===== src/rtl/pmp_seq_pkg.sv =====
// Shared types and constants for the PMP programming sequencer.
// Purely declarative; no timing or backpressure of its own.
package pmp_seq_pkg;

  typedef enum logic [2:0] {
    IDLE,
    CHK,
    DIS,
    ADDR,
    CFG,
    WAIT,
    CMP,
    RESP
  } state_e;

  localparam logic [7:0]  CSR_OP_WRITE = 8'd31;
  localparam logic [7:0]  CSR_OP_NONE  = 8'd0;

  localparam logic [11:0] CSR_PMPCFG0  = 12'h3A0;
  localparam logic [11:0] CSR_PMPADDR0 = 12'h3B0;

  localparam logic [1:0]  ERR_OK     = 2'd0;
  localparam logic [1:0]  ERR_RANGE  = 2'd1;
  localparam logic [1:0]  ERR_LOCKED = 2'd2;
  localparam logic [1:0]  ERR_VERIFY = 2'd3;

endpackage


===== src/rtl/pmp_cfg_merge.sv =====
// Replaces one byte lane of a packed pmpcfg word; other lanes pass through.
// Combinational, zero latency, no handshake.
module pmp_cfg_merge (
  input  logic [31:0] word_i,
  input  logic [1:0]  lane_i,
  input  logic [7:0]  byte_i,
  output logic [31:0] word_o
);

  always_comb begin
    word_o = word_i;
    word_o[{lane_i, 3'b000} +: 8] = byte_i;
  end

endmodule


===== src/rtl/pmp_prog_sequencer.sv =====
// Programs one PMP entry per request (disable, address, config); response 5 cycles after accept, 7 with PMP_SEQ_VERIFY_EN.
// One request in flight: req_ready_o stays low until the response is consumed.
module pmp_prog_sequencer
  import pmp_seq_pkg::*;
#(
  parameter int unsigned NR_PMP_ENTRIES = 8
) (
  input  logic         clk_i,
  input  logic         rst_ni,
  input  logic         req_valid_i,
  output logic         req_ready_o,
  input  logic [3:0]   req_idx_i,
  input  logic [31:0]  req_addr_i,
  input  logic [7:0]   req_cfg_i,
  output logic         rsp_valid_o,
  input  logic         rsp_ready_i,
  output logic [1:0]   rsp_err_o,
  output logic [11:0]  csr_addr_o,
  output logic [31:0]  csr_wdata_o,
  output logic [7:0]   csr_op_o,
  input  logic [127:0] pmpcfg_i,
  input  logic [511:0] pmpaddr_i
);

  state_e      state_q, state_d;
  logic        req_ready_q, req_ready_d;
  logic        rsp_valid_q, rsp_valid_d;
  logic [1:0]  rsp_err_q, rsp_err_d;
  logic [7:0]  csr_op_q, csr_op_d;
  logic [11:0] csr_addr_q, csr_addr_d;
  logic [31:0] csr_wdata_q, csr_wdata_d;
  logic [3:0]  idx_q;
  logic [31:0] addr_q;
  logic [7:0]  cfg_q;

  logic        req_hs;
  logic        idx_out_of_range;
  logic        entry_locked;
  logic [31:0] cfg_word;
  logic [7:0]  merge_byte;
  logic [31:0] merged_word;

  assign req_hs           = req_valid_i && req_ready_q;
  assign idx_out_of_range = 32'(idx_q) >= NR_PMP_ENTRIES;
  assign entry_locked     = pmpcfg_i[{idx_q, 3'b111}];
  assign cfg_word         = pmpcfg_i[{idx_q[3:2], 5'b00000} +: 32];
  // The disable write forces the lane to A=OFF; the final write installs the requested byte.
  assign merge_byte       = (state_q == ADDR) ? cfg_q : 8'h00;

  pmp_cfg_merge u_cfg_merge (
    .word_i (cfg_word),
    .lane_i (idx_q[1:0]),
    .byte_i (merge_byte),
    .word_o (merged_word)
  );

`ifdef PMP_SEQ_VERIFY_EN
  logic verify_ok;
  assign verify_ok = (pmpcfg_i[{idx_q, 3'b000} +: 8] == cfg_q) &&
                     (pmpaddr_i[{idx_q, 5'b00000} +: 32] == addr_q);
`else
  logic unused_pmpaddr;
  assign unused_pmpaddr = ^pmpaddr_i;
`endif

  always_comb begin
    state_d     = state_q;
    rsp_valid_d = rsp_valid_q;
    rsp_err_d   = rsp_err_q;
    csr_op_d    = CSR_OP_NONE;
    csr_addr_d  = csr_addr_q;
    csr_wdata_d = csr_wdata_q;

    case (state_q)
      IDLE: begin
        if (req_hs) state_d = CHK;
      end
      CHK: begin
        if (idx_out_of_range) begin
          state_d     = RESP;
          rsp_valid_d = 1'b1;
          rsp_err_d   = ERR_RANGE;
        end else if (entry_locked) begin
          state_d     = RESP;
          rsp_valid_d = 1'b1;
          rsp_err_d   = ERR_LOCKED;
        end else begin
          state_d     = DIS;
          csr_op_d    = CSR_OP_WRITE;
          csr_addr_d  = CSR_PMPCFG0 + {10'b0, idx_q[3:2]};
          csr_wdata_d = merged_word;
        end
      end
      DIS: begin
        state_d     = ADDR;
        csr_op_d    = CSR_OP_WRITE;
        csr_addr_d  = CSR_PMPADDR0 + {8'b0, idx_q};
        csr_wdata_d = addr_q;
      end
      ADDR: begin
        state_d     = CFG;
        csr_op_d    = CSR_OP_WRITE;
        csr_addr_d  = CSR_PMPCFG0 + {10'b0, idx_q[3:2]};
        csr_wdata_d = merged_word;
      end
`ifdef PMP_SEQ_VERIFY_EN
      CFG: state_d = WAIT;
      WAIT: state_d = CMP;
      CMP: begin
        state_d     = RESP;
        rsp_valid_d = 1'b1;
        rsp_err_d   = verify_ok ? ERR_OK : ERR_VERIFY;
      end
`else
      CFG: begin
        state_d     = RESP;
        rsp_valid_d = 1'b1;
        rsp_err_d   = ERR_OK;
      end
`endif
      RESP: begin
        if (rsp_ready_i) begin
          state_d     = IDLE;
          rsp_valid_d = 1'b0;
        end
      end
      default: state_d = IDLE;
    endcase

    req_ready_d = (state_d == IDLE);
  end

  always_ff @(posedge clk_i or negedge rst_ni) begin
    if (!rst_ni) begin
      state_q     <= IDLE;
      req_ready_q <= 1'b1;
      rsp_valid_q <= 1'b0;
      rsp_err_q   <= ERR_OK;
      csr_op_q    <= CSR_OP_NONE;
      csr_addr_q  <= 12'h000;
      csr_wdata_q <= 32'h0;
      idx_q       <= 4'h0;
      addr_q      <= 32'h0;
      cfg_q       <= 8'h00;
    end else begin
      state_q     <= state_d;
      req_ready_q <= req_ready_d;
      rsp_valid_q <= rsp_valid_d;
      rsp_err_q   <= rsp_err_d;
      csr_op_q    <= csr_op_d;
      csr_addr_q  <= csr_addr_d;
      csr_wdata_q <= csr_wdata_d;
      if (req_hs) begin
        idx_q  <= req_idx_i;
        addr_q <= req_addr_i;
        cfg_q  <= req_cfg_i;
      end
    end
  end

  assign req_ready_o = req_ready_q;
  assign rsp_valid_o = rsp_valid_q;
  assign rsp_err_o   = rsp_err_q;
  assign csr_op_o    = csr_op_q;
  assign csr_addr_o  = csr_addr_q;
  assign csr_wdata_o = csr_wdata_q;

endmodule

===== config.mk =====
export PLATFORM = sky130hd
export DESIGN_NAME = pmp_prog_sequencer
export DESIGN_NICKNAME = d
export VERILOG_FILES = /design/src/rtl/pmp_seq_pkg.sv /design/src/rtl/pmp_cfg_merge.sv /design/src/rtl/pmp_prog_sequencer.sv
export SDC_FILE = /design/constraint.sdc
export NUM_CORES = 1
export LEC_CHECK = 0
export CAP_MARGIN = 30
export CORE_AREA = 2 2 293 295
export CTS_CLUSTER_SIZE = 12
export DETAILED_ROUTE_END_ITERATION = 7
export DIE_AREA = 0 0 295 297
export GPL_ROUTABILITY_DRIVEN = 0
export HOLD_SLACK_MARGIN = 0.15
export SLEW_MARGIN = 20
export SYNTH_ARGS = -nofsm -noshare
export SYNTH_HDL_FRONTEND = slang
export SYNTH_SLANG_ARGS = --single-unit

===== constraint.sdc =====
create_clock -name clk_i -period 2.7 [get_ports clk_i]
set_input_delay 0.405 -clock clk_i [delete_from_list [all_inputs] [get_ports clk_i]]
set_output_delay 0.405 -clock clk_i [all_outputs]
set_load 0.05 [all_outputs]

==> flow_summary.yaml, run 1 <==
clock_network:
  root_buffer: "clkbuf_16"
  cts_tree: "done"
  post_cts_buffers: 0
  clk_latency_ns: 0.37
  clock-sinks: 90
  path_clk_slew_ns: 0.08
  clk_path_buf_depth: 2
  cts_made_buffers: 9
  htree_levels: 3
  cts_hold_buf: 1
  cts_resized: 0
worst_setup_path:
  cpMaxStageDelayCell: "nor2_1"
  cp-start-kind: "flop"
  worstPathRequired_ns: 2.97
  endpoint_kind: "flop"
  path_max_fanout: 10
  cp_cell_sequence: "inv_1 > ha_1 > nand3b_1 > nor2_1 > a2111oi_0 > a31oi_1"
  slowest_delay_ns: 0.78
  criticalPathCategory: "flop to flop"
  crit_arrival_ns: 2.81
job:
  maxCapViolations: 0
pwr:
  p_leak_nw: 3.27
  ir_worst_vdd_v: 0.000419
  pwr_density_cell_nw_per_um2: 1110
yosys:
  synthesis.area_sq_um: 5360
  synthFlopType: "dfrtp_1"
  synth.area.top_cells: "dfrtp_1, mux4_2, mux2_2"
  synth_seq_cells: 90
  synth_cells: 477
  synth-edff-count: 0
  yosysSeqAreaShare_pct: 42.0
  ys_types: 48
  async_flop_share_pct: 100
  ys_warn_count: 0
  synth_top_area_share_pct: 41.5
  postSynthAreaPerCell_sq_um: 11.2
  synth_largest_area_cell: "dfrtp_1"
global_routing:
  grt_start_max_net_pins: 45
  grt_pass1_wl_mm: 38.6
  gr-total-overflow: 0
  antenna_found_initial: 9
  grt_util_all_layers_pct: 6.38
  grt_pass1_vias: 5028
timing:
  fin_skew_ns: 0.0130
  slew_headroom_pct: 33.7
  tightest_slew_ns: 0.991
  clock.fmax_mhz: 393
  finalSetupViolCount: 0
  hold_viol: 0
  slew_viol_final: 0
  layout_min_cycle_time_ns: 2.54
  period_share_pct: 94.2
  setup_slack_ns: 0.156
  fin_tns_setup_ns: 0
  rsz0062_at_grt: "false"
detailed_routing:
  first_iter_violations: 229
  firstDrtPassIters: 4
  drc: 0
  wirelength_mm: 27.7
  viasPerCell: 2.58
  routedWlPerCell_microns: 15.0
  ant_nets: 0
  vias: 4778
die:
  chipWidth_microns: 295
  rows: 107
  ioPinCount: 744
  die_y_microns: 297
  core-area_sq_um: 84500
  dieArea_sq_um: 87600
  start_util_pct: 6.35
finish:
  synthToLayoutAreaGrowth_pct: 75.2
  final_cell_area_sq_um: 9390
  drive_gt1_share_pct: 21.5
  nets: 1390
place:
  place_ws_ns: 0.0396
  place_area_sq_um: 9060
  dpl.hpwl_mm: 23.6
  port_buffers: 225
status:
  outcome: "finished, final reports clean"
hold_path:
  hp-class: "flop to flop"
## where the power goes
group | leakage [nW] | internal [mW] | switching [mW] | total, mW
clock network | 0.156 | 0.763 | 0.639 | 1.40
logic | 2.04 | 2.60 | 3.63 | 6.24
registers | 1.07 | 2.02 | 0.751 | 2.78
total | 3.27 | 5.39 | 5.02 | 10.4
## cells in the final DEF (no fill, tap or decap), drive strengths merged, types with 10 or more instances in the layout
cell type      instances
mux2                  45
nor2b                 36
dfrtp                 89
nor2                  48
clkbuf                10
a221oi                16
inv                   12
o2bb2ai               14
mux4                  32
a31oi                 20
nand2                 42
buf                   41
a2111oi               16
clkdlybuf4s50        214
## state kept, by name (all words and copies together) (netlist names)
signal and flops:
addr_q 32, csr_wdata_o 32, cfg_q 8, csr_addr_o 6
idx_q 4, state_q 3, rsp_err_o 2, csr_op_o 1
req_ready_o 1, rsp_valid_o 1
## synthesized netlist by cell type, types with 6 or more instances
cell type	n
a2111oi_0	16
a221oi_1	16
o2bb2ai_1	14
mux4_2	32
buf_4	17
nand3_1	6
inv_1	8
a31oi_1	20
nand2_1	42
clkbuf_1	22
dfrtp_1	89
mux2_2	44
nor2_1	47
buf_1	6
nor2b_1	36
## metrics by stage
step	util, %	power [mW]	hold slack (ns)	cells
final	11.1	10.4	0.500	1849
after detailed placement	10.7	9.21	0.481	1829
after global routing	11.1	11.2	0.519	1846
after global placement	10.7	9.18	0.479	1829
after CTS	11.1	10.7	0.501	1846
after floorplan	-	6.51	0.109	482
## final timing paths
path / startpoint / to / slack, ns / depth (start not counted)
hold / removal: addr_q[25] / addr_q[25] / 0.50 / 1
min in group asynchronous: rst_ni / addr_q[26] / 0.63 / 2
setup / recovery: idx_q[0] / csr_wdata_o[13] / 0.16 / 6
max in group asynchronous: rst_ni / csr_wdata_o[4] / 1.38 / 3
setup reg to reg: idx_q[0] / csr_wdata_o[13] / 0.16 / 6
hold reg to reg: addr_q[25] / addr_q[25] / 0.50 / 1
## worst max-delay path, delay by kind of cell (launching register included)
| kind | cells | cell delay [ns] |
|---|---|---|
| AO/OA/AOI/OAI | 2 | 0.48 |
| AND/OR/NAND/NOR | 2 | 0.96 |
| adder cells (fa/ha/maj) | 1 | 0.25 |
| flip-flops | 1 | 0.59 |
| buffers and inverters | 1 | 0.16 |
## routing by layer
layer	up-vias	share of wire (%)	track usage [%]
met5	-	0	0
met4	0	1.7	1.75
met3	25	8.4	2.33
met2	231	45	9.95
met1	2318	45	8.21
li1	2204	-	-
## cell families (layout without fill, tap and decap cells)
group / Yosys count / in the layout / synth area share (%)
compound gates: 89 / 89 / 13.6
other cells: 1 / 9 / 0.0699
simple gates: 150 / 150 / 13.5
mux: 82 / 82 / 23.9
fa+ha+maj: 5 / 5 / 1.17
flops: 90 / 90 / 42.0
buf+inv: 60 / 280 / 5.79
## final cells by class
type                    count  area (sq um)
flip-flops and latches     90          2260
repair buffers            256          2520
clock buffers              10           239
inverters                   8          30.0
multi-input cells         332          2830
diodes                      3          7.51
well taps                1144          1430
fillers                  9691         75100
clock inverters             6          76.3
(Power assumes the default switching activity.)
==> run 2, diff against run 1 <==
Settings changed: CORE_AREA 2 2 293 295 to 2 2 290 292, DIE_AREA 0 0 295 297 to 0 0 292 294, SYNTH_HIERARCHICAL from default to 1.
==> run 2 against run 1 <==
  * Hold slack better by 0.0026 ns
  * Wire length is 11% higher
  * Global-route usage is 0.79 points higher
  * Sequential power is 7.6% lower
  * Largest cell class unchanged
  * Worst setup slack better by 0.20 ns
  * Clock-buffer cell count stayed put
==> flow_summary.yaml, run 2 <==
status:
  outcome: "finished, final reports clean"
finish:
  seq_area_sq_um: 2260
  num-fill-cells: 9413
  multi_input_area_sq_um: 3300
  nets: 1480
  synthToLayoutAreaGrowth_pct: 65.8
  final_cell_mix: "clkdlybuf4s50_1, dfrtp_1, mux2_2"
  mostFrequentLayoutCell: "clkdlybuf4s50_1"
  drive_gt1_share_pct: 20.7
yosys:
  async_flop_share_pct: 100
  synth_seq_cells: 90
  yosysSeqAreaShare_pct: 37.5
  synth_mux_area_share_pct: 21.2
  ys_warn_count: 6
  netlist_top_cells_count: "dfrtp_1, mux2_2, nand3_1, clkbuf_1, a22oi_1"
  postSynthAreaPerCell_sq_um: 10.4
  synth_top_family_by_area: "multiplexers"
  synthAdderAreaFrac_pct: 1.04
  synth_top_area_share_pct: 37.0
  synth-edff-count: 0
  synthesis.area_sq_um: 6020
  synth-simple-area-share_pct: 15.6
  synthFlopType: "dfrtp_1"
  synth_largest_area_cell: "dfrtp_1"
  synth.most_common_cell: "dfrtp_1"
  synth_compound_area_share_pct: 16.3
  synth_xor_area_share_pct: 0
  synth_cells: 581
  synth.area.top_cells: "dfrtp_1, mux4_2, mux2_2"
  ys_types: 51
clock_network:
  cts_made_buffers: 9
  path_clk_slew_ns: 0.07
  root_buffer: "clkbuf_16"
  cts_tree: "done"
  clk_latency_ns: 0.37
  clock-sinks: 90
  post_cts_buffers: 0
  clk_path_buf_depth: 2
  htree_levels: 3
hold_path:
  hp-class: "flop to flop"
  hp-start: "cfg_q[7]"
die:
  ioPinCount: 744
  chipWidth_microns: 292
  core-area_sq_um: 82900
  rows: 106
  die_y_microns: 294
  dieArea_sq_um: 85800
  start_util_pct: 7.26
worst_setup_path:
  slowest_delay_ns: 0.75
  worstPathRequired_ns: 2.99
  crit_start: "idx_q[0]"
  criticalPathCategory: "flop to flop"
  cp_cell_sequence: "inv_1 > ha_1 > or4b_1 > o22ai_1 > and2_1 > nand4_1 > o211ai_1"
  endpoint_kind: "flop"
  cpMaxStageDelayCell: "or4b_1"
  crit_arrival_ns: 2.63
  cp-start-kind: "flop"
  path_max_fanout: 8
  reg2reg_from: "idx_q[0]"
global_routing:
  grt_util_all_layers_pct: 7.17
  use_met2_pct: 11.7
  grt_pass1_vias: 5771
  gr-total-overflow: 0
  grt_start_max_net_pins: 46
  grt_pass1_wl_mm: 43.1
  antenna_found_initial: 13
  grtUsageMet1_pct: 8.73
  met3_usage_pct: 2.70
  grt-busiest-layer: "met2"
timing:
  layout_min_cycle_time_ns: 2.34
  clock.fmax_mhz: 427
  timing.hold.ws_ns: 0.502
  fin_skew_ns: 0.0128
  slew_headroom_pct: 52.2
  slew_viol_final: 0
  period_share_pct: 86.7
  tightest_slew_ns: 0.718
  hold_viol: 0
  fin_tns_setup_ns: 0
  finalSetupViolCount: 0
  rsz0062_at_grt: "false"
pwr:
  pwr_density_cell_nw_per_um2: 1170
  p_leak_nw: 3.48
  p_total_mw: 11.7
  ir_worst_vdd_v: 0.000613
detailed_routing:
  firstDrtPassIters: 5
  drc: 0
  first_iter_violations: 233
  routedWlPerCell_microns: 16.4
  ant_nets: 0
  viasPerCell: 3.00
  wirelength_mm: 30.8
  vias: 5622
place:
  dpl.hpwl_mm: 25.8
  port_buffers: 225
job:
  maxCapViolations: 0
-- run 2: cell count changes in the layout (fill, tap and decap cells not counted), sizes merged, moves of 16 or more --
| cell | previous run | this run |
|---|---|---|
| nor2 | 48 | 10 |
| nor2b | 36 | 6 |
| nand3 | 6 | 42 |
| inv | 12 | 30 |
| nand4 | 0 | 32 |
| o22ai | 1 | 24 |
| a31oi | 20 | 3 |
| o211ai | 2 | 32 |
| and2 | 1 | 33 |
| a2111oi | 16 | 0 |
| a22oi | 1 | 35 |
-- run 2: cell type report --
cell class,instances,share of cell area [%]
Multi-Input combinational cell,391,33.1
Timing Repair Buffer,266,26.5
Sequential cell,90,22.6
Tap cell,1080,13.5
Clock buffer,10,2.40
Inverter,29,1.09
Clock inverter,6,0.652
Antenna cell,5,0.125
-- run 2: through the flow --
step | worst slack (ns) | cells | util (%) | area, sq um
CTS | 0.343 | 1872 | 12.0 | 9960
finish | 0.359 | 1877 | 12.0 | 9980
detailed placement | 0.362 | 1855 | 11.6 | 9650
floorplan | 0.438 | 586 | - | 6030
global placement | 0.369 | 1855 | 11.6 | 9650
global route | 0.188 | 1875 | 12.0 | 9970
-- run 2: repair_timing --
| action | in CTS | in global routing |
|---|---|---|
| endpoints found under the setup margin | 0 | 0 |
| hold buffers | 1 | 0 |
| resized for setup | 0 | 0 |
| hold endpoints to repair | 30 | 0 |
-- run 2: critical path: cells and delay by family (launching register included) --
kind	cells	cell delay, ns
AND/OR/NAND/NOR	3	1.03
AO/OA/AOI/OAI	2	0.52
adder cells (fa/ha/maj)	1	0.25
buffers and inverters	1	0.09
flip-flops	1	0.35
-- run 2: logic make-up after synthesis --
| kind of cell | count (synthesis) |
|---|---|
| and+or+nand+nor | 170 |
| AOI/OAI and AO/OA | 129 |
| buffers and inverters | 105 |
| DFF | 90 |
| muxes | 81 |
| adders and majority gates | 5 |
| other | 1 |
-- run 2: worst paths after layout --
path | slack, ns | cells past startpoint | endpoint
hold reg to reg | 0.50 | 1 | cfg_q[7]
setup reg to reg | 0.36 | 7 | csr_wdata_o[23]
setup / recovery | 0.36 | 7 | csr_wdata_o[23]
max in group asynchronous | 1.53 | 3 | csr_wdata_o[10]
min in group asynchronous | 0.53 | 2 | csr_addr_o[1]
hold / removal | 0.50 | 1 | cfg_q[7]
-- run 2: routing by layer --
| metal | share of wire [%] | vias to the layer above |
|---|---|---|
| met1 | 43 | 2705 |
| met3 | 8.4 | 35 |
| met4 | 1.8 | 4 |
| li1 | - | 2599 |
| met2 | 47 | 279 |
| met5 | 0.10 | - |
-- run 2: power by group --
part           switching [mW]  internal (mW)  total, mW
clock                   0.574          0.744       1.32
sequential              0.525           2.04       2.57
combinational            4.65           3.14       7.79
==> run 3, diff against run 2 <==
Settings changed: ABC_AREA from default to 1, CORE_AREA 2 2 290 292 to 2 2 289 291, CTS_CLUSTER_DIAMETER from default to 50, DIE_AREA 0 0 292 294 to 0 0 291 293, PLACE_DENSITY from default to 0.36.
==> run 3 against run 2 <==
  * Clock-buffer cell count stayed put
  * Critical path depth is 1 higher
  * Non-clock buffer count is 22 lower
  * Wire length is 5.4% lower
  * Combinational power is 11% lower
  * Final cell count is 4.8% higher
  * Core utilization is 0.55 points lower
  * Final area is 5.8% lower
  * Clock power is 5% higher
  * Sequential power is 7% lower
  * Largest cell class unchanged
  * Largest power group unchanged
==> flow_summary.yaml, run 3 <==
detailed_routing:
  ant_nets: 0
  first_iter_violations: 219
  drc: 0
  firstDrtPassIters: 5
  routedWlPerCell_microns: 14.8
  viasPerCell: 2.83
  vias: 5568
  wirelength_mm: 29.2
clock_network:
  htree_levels: 3
  clk_path_buf_depth: 2
  post_cts_buffers: 0
  cts_hold_buf: 1
  clock-sinks: 90
  clk_latency_ns: 0.38
  path_clk_slew_ns: 0.08
  cts_resized: 0
  cts_made_buffers: 9
  root_buffer: "clkbuf_16"
  cts_tree: "done"
timing:
  clock.fmax_mhz: 453
  hold_viol: 0
  slew_headroom_pct: 51.9
  fin_tns_setup_ns: 0
  layout_min_cycle_time_ns: 2.21
  setup_slack_ns: 0.492
  tightest_slew_ns: 0.720
  period_share_pct: 81.8
  rsz0062_at_grt: "false"
  finalSetupViolCount: 0
  slew_viol_final: 0
  timing.hold.ws_ns: 0.483
  fin_skew_ns: 0.00864
yosys:
  synth-edff-count: 0
  synth_top_family_by_area: "simple AND/OR/NAND/NOR gates"
  synthAdderAreaFrac_pct: 1.12
  ys_types: 31
  synthFlopType: "dfrtp_1"
  synth_mux_area_share_pct: 12.2
  synth-simple-area-share_pct: 21.7
  synthesis.area_sq_um: 5570
  synth_top_area_share_pct: 40.0
  yosysSeqAreaShare_pct: 40.5
  postSynthAreaPerCell_sq_um: 8.16
  synth_compound_area_share_pct: 16.3
  async_flop_share_pct: 100
  synth_largest_area_cell: "dfrtp_1"
  synth_xor_area_share_pct: 0
  synth.most_common_cell: "nand2_1"
  synth_cells: 682
  synth.area.top_cells: "dfrtp_1, nand2_1, mux2_2"
  ys_warn_count: 6
  netlist_top_cells_count: "nand2_1, nor2_1, dfrtp_1, o21ai_0, o21ai_2"
  synth_seq_cells: 90
die:
  ioPinCount: 744
  dieArea_sq_um: 85300
  start_util_pct: 6.80
  chipWidth_microns: 291
  rows: 105
  core-area_sq_um: 81800
  die_y_microns: 293
worst_setup_path:
  worstPathRequired_ns: 3.00
  path_buf_inv: 2
  cp_cell_sequence: "buf_4 > nand3_2 > nand3_2 > nand2_4 > nand2_4 > buf_12 > nand2_1 > o21ai_2"
  cpMaxStageDelayCell: "buf_4"
  cp-start-kind: "flop"
  path_max_fanout: 65
  slowest_delay_ns: 0.54
  path_delay_family: "buffers and inverters"
  crit_arrival_ns: 2.51
  endpoint_kind: "flop"
  criticalPathCategory: "flop to flop"
finish:
  nets: 1583
  mostFrequentLayoutCell: "clkdlybuf4s50_1"
  post-route-util_pct: 11.5
  drive_gt1_share_pct: 14.3
  final_cell_mix: "clkdlybuf4s50_1, nand2_1, nor2_1"
  synthToLayoutAreaGrowth_pct: 68.8
global_routing:
  grt_pass1_wl_mm: 41.7
  grt_start_max_net_pins: 66
  antenna_found_initial: 7
  gr-total-overflow: 0
  grt_pass1_vias: 5752
  grt_util_all_layers_pct: 6.91
place:
  dpl.hpwl_mm: 24.5
  place_ws_ns: 0.315
  port_buffers: 225
job:
  maxCapViolations: 0
pwr:
  pwr_density_cell_nw_per_um2: 1140
  p_total_mw: 10.7
  ir_worst_vdd_v: 0.000484
  p_leak_nw: 3.82
status:
  outcome: "finished, final reports clean"
hold_path:
  hp-class: "flop to flop"
==> run 3: changes by cell type in the layout (fill, tap and decap cells not counted), moves of 14 or more <==
cell / change
mux2i_1: +31
o22ai_1: +17
nand2_1: +116
nor2_1: +87
mux4_2: -32
buf_4: -26
and2_1: -33
mux2_2: -14
a22oi_1: -34
o21ai_2: +34
o211ai_1: -32
nand3_1: -25
nand4_1: -21
o21ai_0: +64
==> run 3: metal layers <==
layer / GRT usage [%] / wire, microns / vias up
li1: - / - / 2689
met1: 7.90 / 11900 / 2646
met2: 11.9 / 14300 / 197
met3: 2.41 / 2340 / 28
met4: 2.46 / 554 / 8
met5: 0 / 62 / -
==> run 3: layout make-up <==
type,instances,area [sq um]
Inverter,36,140
Antenna cell,3,7.51
Timing Repair Buffer,244,2460
Sequential cell,90,2250
Multi-Input combinational cell,509,2890
Clock inverter,6,80.1
Clock buffer,10,229
Fill cell,9397,72500
Tap cell,1070,1340
==> run 3: where the power goes <==
| group | total (mW) | internal, mW | switching [mW] |
|---|---|---|---|
| clock | 1.38 | 0.731 | 0.644 |
| sequential | 2.39 | 2.01 | 0.379 |
| combinational | 6.91 | 2.38 | 4.53 |
==> run 3: per-stage QoR <==
stage                     instance area (sq um)  std cells
after floorplan                            5590        687
after global placement                     9070       1948
after global routing                       9390       1965
after detailed placement                   9070       1948
final                                      9400       1968
after CTS                                  9390       1965
==> run 3: cells by family (layout without fill, tap and decap cells) <==
| group | Yosys count | after routing |
|---|---|---|
| DFF | 90 | 90 |
| adders and majority gates | 5 | 5 |
| other | 1 | 9 |
| buffers and inverters | 88 | 296 |
| AOI/OAI and AO/OA | 147 | 147 |
| muxes | 64 | 64 |
| and+or+nand+nor | 287 | 287 |
==> run 3: worst paths after layout <==
path / start / to / slack [ns] / depth (start not counted)
min in group asynchronous: rst_ni / csr_addr_o[8] / 0.50 / 2
max reg2reg: idx_q[2] / csr_wdata_o[2] / 0.49 / 8
max: idx_q[2] / csr_wdata_o[2] / 0.49 / 8
min reg2reg: csr_addr_o[4] / csr_addr_o[4] / 0.48 / 2
max in group asynchronous: rst_ni / req_ready_o / 1.48 / 3
min: csr_addr_o[4] / csr_addr_o[4] / 0.48 / 2
==> run 3: worst min-delay path, stage by stage (launching register included) <==
cell and delay [ns]:
dfrtp_1 0.36, nand2_1 0.05, nand2_1 0.04
